## src/rtl/joint_pkg.sv

```systemverilog
// Shared definitions for the joint step/dir generators.
//
// Contents:
//   MaxWidth        widest command/position width the helpers support
//   joint_state_e   sequencing states of a step generator
//   period_clamp()  saturating |cmd| clamped into [min_period, max_mag]
package joint_pkg;

    localparam int unsigned MaxWidth = 64;

    typedef enum logic [2:0] {
        StIdle,
        StSetup,
        StPulse,
        StLow,
        StHold
    } joint_state_e;

    // Callers sign-extend their command to MaxWidth. Taking the magnitude at
    // 64 bits cannot overflow, and max_mag folds the most negative
    // WIDTH-bit command back to the largest positive WIDTH-bit period.
    function automatic logic [MaxWidth-1:0] period_clamp(
        input logic signed [MaxWidth-1:0] cmd,
        input logic        [MaxWidth-1:0] max_mag,
        input logic        [MaxWidth-1:0] min_period
    );
        logic [MaxWidth-1:0] mag;
        mag = cmd[MaxWidth-1] ? unsigned'(-cmd) : unsigned'(cmd);
        if (mag > max_mag) begin
            mag = max_mag;
        end
        if (mag < min_period) begin
            mag = min_period;
        end
        return mag;
    endfunction

endpackage

```

## src/rtl/joint_period_timer.sv

```systemverilog
// Loadable down-counter with a terminal-count flag.
//
// Ports:
//   clk       system clock
//   rst_n     asynchronous active-low reset (count cleared to 0)
//   load      load load_val this cycle (wins over counting)
//   load_val  value to load
//   done      count has reached 0; the counter holds there until reloaded
//
// Loading N gives done in the (N+1)-th cycle after the load edge, so callers
// load "cycles - 1".
module joint_period_timer #(
    parameter int unsigned WIDTH = 32
) (
    input  logic             clk,
    input  logic             rst_n,
    input  logic             load,
    input  logic [WIDTH-1:0] load_val,
    output logic             done
);

    logic [WIDTH-1:0] count_q;
    logic [WIDTH-1:0] count_d;

    always_comb begin
        count_d = count_q;
        if (load) begin
            count_d = load_val;
        end else if (count_q != '0) begin
            count_d = count_q - WIDTH'(1);
        end
    end

    always_ff @(posedge clk or negedge rst_n) begin
        if (!rst_n) begin
            count_q <= '0;
        end else begin
            count_q <= count_d;
        end
    end

    assign done = (count_q == '0);

endmodule

```

## src/rtl/joint_stepper_gen.sv

```systemverilog
// Step/dir pulse generator for one machine joint.
//
// Parameters:
//   WIDTH      width of jointFreqCmd and jointPosition (<= 64)
//   PULSE_LEN  STP high time in clk cycles (>= 1)
//   DIR_SETUP  cycles DIR is stable before an STP rising edge (>= 1)
//   DIR_HOLD   cycles DIR is stable after an STP falling edge (>= 0)
//
// Ports:
//   clk            system clock
//   rst_n          asynchronous active-low reset
//   jointEnable    1 = generate steps, 0 = stop after any pulse in flight
//   jointFreqCmd   signed period command; |cmd| = period, sign = direction, 0 = stop
//   DIR            direction pin, 1 = forward
//   STP            step pin, active high
//   jointPosition  signed count of issued steps, wraps two's complement
//   busy           high whenever the sequencer is not idle
//
// One period timer measures rising edge to rising edge. A second phase timer
// is reused for the DIR setup count, the STP high time, and the DIR hold count
// (the hold count starts at the falling edge and runs through LOW).
module joint_stepper_gen
    import joint_pkg::*;
#(
    parameter int unsigned WIDTH     = 32,
    parameter int unsigned PULSE_LEN = 50,
    parameter int unsigned DIR_SETUP = 100,
    parameter int unsigned DIR_HOLD  = 100
) (
    input  logic                    clk,
    input  logic                    rst_n,
    input  logic                    jointEnable,
    input  logic signed [WIDTH-1:0] jointFreqCmd,
    output logic                    DIR,
    output logic                    STP,
    output logic signed [WIDTH-1:0] jointPosition,
    output logic                    busy
);

    localparam logic [MaxWidth-1:0] MaxMag    = (MaxWidth'(1) << (WIDTH - 1)) - MaxWidth'(1);
    localparam logic [MaxWidth-1:0] MinPeriod = MaxWidth'(PULSE_LEN) + MaxWidth'(1);
    localparam logic [WIDTH-1:0]    PulseLoad = WIDTH'(PULSE_LEN - 1);
    localparam logic [WIDTH-1:0]    SetupLoad = WIDTH'(DIR_SETUP - 1);
    localparam logic [WIDTH-1:0]    HoldLoad  = (DIR_HOLD == 0) ? '0 : WIDTH'(DIR_HOLD - 1);

    joint_state_e state_q, state_d;
    logic         dir_q, dir_d;
    logic [WIDTH-1:0] pos_q, pos_d;

    logic signed [MaxWidth-1:0] cmd_ext;
    logic [WIDTH-1:0] period_m1;
    logic             run_req;
    logic             req_fwd;
    logic             enter_pulse;
    logic             per_load;
    logic             per_done;
    logic             ph_load;
    logic [WIDTH-1:0] ph_val;
    logic             ph_done;

    // Effective period minus one, ready to load into the period timer.
    assign cmd_ext   = MaxWidth'(jointFreqCmd);
    assign period_m1 = WIDTH'(period_clamp(cmd_ext, MaxMag, MinPeriod) - MaxWidth'(1));

    assign run_req = jointEnable && (jointFreqCmd != '0);
    assign req_fwd = !jointFreqCmd[WIDTH-1];

    joint_period_timer #(
        .WIDTH (WIDTH)
    ) u_period_timer (
        .clk      (clk),
        .rst_n    (rst_n),
        .load     (per_load),
        .load_val (period_m1),
        .done     (per_done)
    );

    joint_period_timer #(
        .WIDTH (WIDTH)
    ) u_phase_timer (
        .clk      (clk),
        .rst_n    (rst_n),
        .load     (ph_load),
        .load_val (ph_val),
        .done     (ph_done)
    );

    always_comb begin
        state_d     = state_q;
        dir_d       = dir_q;
        pos_d       = pos_q;
        per_load    = 1'b0;
        ph_load     = 1'b0;
        ph_val      = PulseLoad;
        enter_pulse = 1'b0;

        unique case (state_q)
            StIdle: begin
                if (run_req) begin
                    if (req_fwd == dir_q) begin
                        enter_pulse = 1'b1;
                    end else begin
                        // DIR moves here; the setup count starts with it.
                        dir_d   = req_fwd;
                        ph_load = 1'b1;
                        ph_val  = SetupLoad;
                        state_d = StSetup;
                    end
                end
            end
            StSetup: begin
                if (ph_done) begin
                    enter_pulse = 1'b1;
                end
            end
            StPulse: begin
                if (ph_done) begin
                    // Falling edge: the hold count runs concurrently with LOW.
                    ph_load = 1'b1;
                    ph_val  = HoldLoad;
                    state_d = StLow;
                end
            end
            StLow: begin
                if (per_done) begin
                    if (run_req && (req_fwd == dir_q)) begin
                        enter_pulse = 1'b1;
                    end else if (ph_done) begin
                        state_d = StIdle;
                    end else begin
                        state_d = StHold;
                    end
                end
            end
            StHold: begin
                if (ph_done) begin
                    state_d = StIdle;
                end
            end
            default: begin
                state_d = StIdle;
            end
        endcase

        // Every way into PULSE latches the period and counts the step.
        if (enter_pulse) begin
            state_d  = StPulse;
            per_load = 1'b1;
            ph_load  = 1'b1;
            ph_val   = PulseLoad;
            pos_d    = dir_q ? (pos_q + WIDTH'(1)) : (pos_q - WIDTH'(1));
        end
    end

    always_ff @(posedge clk or negedge rst_n) begin
        if (!rst_n) begin
            state_q <= StIdle;
            dir_q   <= 1'b0;
            pos_q   <= '0;
        end else begin
            state_q <= state_d;
            dir_q   <= dir_d;
            pos_q   <= pos_d;
        end
    end

    // STP decodes straight from the state register so reset clears it at once.
    assign STP           = (state_q == StPulse);
    assign busy          = (state_q != StIdle);
    assign DIR           = dir_q;
    assign jointPosition = signed'(pos_q);

endmodule
```

## config.mk

```make
export PLATFORM = sky130hd
export DESIGN_NAME = joint_stepper_gen
export DESIGN_NICKNAME = d
export VERILOG_FILES = /design/src/rtl/joint_pkg.sv /design/src/rtl/joint_period_timer.sv /design/src/rtl/joint_stepper_gen.sv
export SDC_FILE = /design/constraint.sdc
export NUM_CORES = 1
export LEC_CHECK = 0
export BUFFER_PORTS_ARGS = -buffer_cell sky130_fd_sc_hd__buf_4
export CORE_MARGIN = 1
export CORE_UTILIZATION = 62
export DETAILED_ROUTE_END_ITERATION = 12
export PLACE_DENSITY = 0.91
export RECOVER_POWER = 50
export SLEW_MARGIN = 20
export SYNTH_ARGS = -nofsm -noshare
export SYNTH_HDL_FRONTEND = slang
export SYNTH_HIERARCHICAL = 1
export SYNTH_SLANG_ARGS = --single-unit
```

## constraint.sdc

```tcl
create_clock -name clk -period 5 [get_ports clk]
set_input_delay 0.75 -clock clk [delete_from_list [all_inputs] [get_ports clk]]
set_output_delay 0.75 -clock clk [all_outputs]
set_load 0.03 [all_outputs]
```

==> results.sh <==
export IMPL_worst_pin_slew_ns=3.843
export IMPL_met3_usage_pct=4.104
export IMPL_hpwl_um=15130
export IMPL_setup_ws_ns=0.2328
export IMPL_gp_congestion=0.9291
export IMPL_cts_max_level=3
export IMPL_ant_nets=0
export IMPL_setup_tns_ns=0
export IMPL_grt_util_met1_pct=38.88
export IMPL_fillers=1058
export IMPL_grt_max_degree=73
export IMPL_rsz0062_at_grt="false"
export IMPL_synthFlopType="dfrtp_1"
export IMPL_hold_viol=0
export IMPL_max_stage_delay_ns=0.59
export IMPL_wl_per_cell_um=15.77
export IMPL_hold_path_class="reg -> reg"
export IMPL_grt_pass1_vias=7739
export IMPL_io_buffers=69
export IMPL_hold_path_depth=2
export IMPL_initialDrtViolationCount=684
export IMPL_cts_hold_buffers=0
export IMPL_die_x_um=120.3
export IMPL_arrival_ns=5.01
export IMPL_period_share_pct=95.34
export IMPL_cp_slowest_cell="or4_1"
export IMPL_cap_violations=1
export IMPL_startpoint="jointFreqCmd[15]"
export IMPL_yosysWarnings=6
export IMPL_r2r_cells=12
export IMPL_coreArea_um2=13450
export IMPL_rows=42
export IMPL_r2r_slack_ns=0.47
export IMPL_cts_tree="yes"
export IMPL_dr_pass1_iters=5
export IMPL_dp_cells=1303
export IMPL_max_clock_freq_mhz=209.8
export IMPL_synthToLayoutAreaGrowth_pct=12.01
export IMPL_grt_usage_pct=29.53
export IMPL_hp_start="jointPosition[18]"
export IMPL_synth_enable_flop_cells=0
export IMPL_start_kind="input pin"
export IMPL_cts_reportedPaths_clkPinSlew_ns=0.07
export IMPL_die_area_um2=14460
export IMPL_timing_rr_start="DIR"
export IMPL_yosysSeqAreaShare_pct=28.86
export IMPL_critPathKind="in -> reg"
export IMPL_fp_dieH_um=120.3
export IMPL_slew_headroom_pct=-156.2
export IMPL_required_ns=5.24
export IMPL_outcome="finished with violations"
export IMPL_async_flop_share_pct=100.0
export IMPL_clk_latency_ns=0.36
export IMPL_viasPerCell=6.238
export IMPL_avgSynthCellArea_um2=8.233
export IMPL_use_met2_pct=49.43
export IMPL_final_nets=1208
export IMPL_p_per_area_nw_per_um2=622.0
export IMPL_irDropWorstVdd_mv=0.3184
export IMPL_ios=70
export IMPL_antenna_found_initial=0
export IMPL_synthesis_area_um2=8670
export IMPL_ys_types=85
export IMPL_drv_slew=73
export IMPL_start_util_pct=64.44
export IMPL_grt_pass1_wl_um=35210
export IMPL_finalCriticalPeriod_ns=4.767
export IMPL_numCtsBuffers=9
export IMPL_hold_end="jointPosition[18]"
export IMPL_cts_sinks=100
export IMPL_preCtsSetupSlack_ns=-0.05243
export IMPL_path_cells="buf_4, or4_1, or4_1, nor3_1, a22oi_1, a211o_1, or4_4, o21ai_0, nor2_1, ha_1, and3_1, o21a_1, nand3_2, nor2_1, xnor2_1, mux2_2"
export IMPL_busiest_layer="met2"
export IMPL_setup_violations_final=0
export IMPL_wl_um=20780
export IMPL_cts_resized=0
export IMPL_cts_buffer_depth=2
export IMPL_vias=8222
export IMPL_violations="max-capacitance violations, max-slew violations"
export IMPL_syn_instance_count=1053
export IMPL_power_mw=6.040
export IMPL_worstSetupEndpointType="flop"
export IMPL_drcViolationCount=0
export IMPL_p_leak_nw=3.955
export IMPL_clock_skew_ns=0.01213
export IMPL_final_core_util_pct=72.18
export IMPL_cts_setup_buffers=0
export IMPL_rr_endpoint="jointPosition[30]"
export IMPL_worstPathMaxFanout=9
export IMPL_antenna_cells=0
export IMPL_root_buffer="clkbuf_16"
export IMPL_instances_no_fill=1318
export IMPL_synth_seq_cells=100
export IMPL_drive_gt1_share_pct=12.43
export IMPL_grt_overflow_total=0
==> where the power goes <==
group | total, mW | switching (mW) | internal (mW)
sequential | 1.66 | 0.445 | 1.21
clock | 0.852 | 0.313 | 0.539
combinational | 3.53 | 2.09 | 1.44
total | 6.04 | 2.84 | 3.19
==> per-stage QoR <==
stage	hold slack [ns]	area, µm²
floorplan	0.4544	8775
global placement	0.4924	9418
detailed placement	0.5066	9418
CTS	0.5219	9781
global route	0.5354	9711
finish	0.5195	9711
==> layout make-up <==
type	instances	area [µm²]	area share (%)
Clock buffer	9	225.2	2.319
Clock inverter	6	137.6	1.417
Inverter	28	105.1	1.082
Multi-Input combinational cell	910	5922	60.98
Sequential cell	100	2502	25.77
Tap cell	176	220.2	2.268
Timing Repair Buffer	89	598.1	6.159
==> registers in the layout (all words and copies together), names as in the netlist <==
name / count
u_phase_timer/count_q: 32
u_period_timer/count_q: 32
jointPosition: 32
state_q: 3
DIR: 1
==> worst max path at each step <==
stage	slack, ns	endpoint	cells past startpoint
after global placement	0.14	u_period_timer/count_q[28]	16
after CTS	0.29	u_period_timer/count_q[28]	16
after global routing	0.04	u_period_timer/count_q[28]	16
after floorplan	0.30	u_period_timer/count_q[28]	17
after detailed placement	-0.05	u_period_timer/count_q[28]	16
final	0.23	u_period_timer/count_q[28]	16
==> worst max-delay path, delay by kind of cell <==
kind | cells | cell delay (ns)
and+or+nand+nor | 8 | 2.42
AOI/OAI and AO/OA | 4 | 1.02
adders and majority gates | 1 | 0.27
muxes | 1 | 0.27
buffers and inverters | 1 | 0.14
xor gates and xnor gates | 1 | 0.13
==> synth_stat cells (4+ instances only) <==
library cell,count,area share [%]
ha_1,34,4.9
o21a_1,5,0.43
nor2_1,77,3.3
mux2_2,8,1.0
xnor2_1,81,8.2
a21o_1,10,0.87
a31o_2,4,0.40
o31ai_1,42,3.6
xor2_1,37,3.7
o211ai_1,4,0.35
nand2b_1,15,1.1
inv_1,27,1.2
buf_2,7,0.40
o41ai_1,6,0.61
o22ai_1,4,0.29
dfrtp_1,100,29
a31oi_1,9,0.65
nor3b_1,5,0.43
clkbuf_1,29,1.3
nand4_1,18,1.3
nor2b_1,9,0.65
nand2_1,132,5.7
and2_1,5,0.36
o31a_1,5,0.51
mux2i_1,8,0.92
o21bai_1,6,0.52
and3_1,5,0.36
or4_1,10,0.87
o21ai_0,82,4.7
nor4_1,20,1.4
nor3_1,55,3.2
nand3_2,4,0.46
nor4_4,5,1.2
a22oi_1,4,0.35
a211oi_1,11,0.95
or2_2,15,1.1
a21oi_1,39,2.3
or3_1,20,1.4
nand3_1,25,1.4
==> routing by layer <==
layer | share of wire [%] | vias up | routed length, µm
li1 | - | 3999 | -
met4 | 2.3 | 0 | 483
met1 | 44 | 3859 | 9233
met2 | 48 | 315 | 9948
met3 | 5.4 | 49 | 1115
met5 | 0 | - | 0
==> logic make-up (layout without fill, tap and decap cells) <==
group           Yosys count  in the layout  synth area share (%)
xor+xnor                118            118                 11.92
simple gates            442            442                 27.16
other cells               2             30               0.08662
compound gates          268            268                 20.62
fa+ha+maj                35             35                 5.138
flops                   100            100                 28.86
buf+inv                  71            132                 4.070
mux                      17             17                 2.136
==> placed cells by master, fill, tap and decap left out, types with 5 or more instances in the layout <==
| cell | count |
|---|---|
| nand2_1 | 132 |
| dfrtp_1 | 100 |
| o21ai_0 | 82 |
| xnor2_1 | 81 |
| nor2_1 | 77 |
| buf_4 | 70 |
| nor3_1 | 55 |
| o31ai_1 | 42 |
| a21oi_1 | 39 |
| xor2_1 | 37 |
| ha_1 | 34 |
| conb_1 | 30 |
| inv_1 | 27 |
| nand3_1 | 25 |
| or3_1 | 20 |
| nor4_1 | 20 |
| nand4_1 | 18 |
| clkbuf_1 | 18 |
| or2_2 | 15 |
| nand2b_1 | 14 |
| a211oi_1 | 11 |
| or4_1 | 10 |
| a21o_1 | 10 |
| nor2b_1 | 9 |
| a31oi_1 | 9 |
| clkbuf_16 | 9 |
| mux2i_1 | 8 |
| mux2_2 | 8 |
| o41ai_1 | 6 |
| o21bai_1 | 6 |
| nor4_4 | 5 |
| o21a_1 | 5 |
| nor3b_1 | 5 |
| and3_1 | 5 |
| and2_1 | 5 |
| o31a_1 | 5 |
Power figures use the tool's default switching activity.
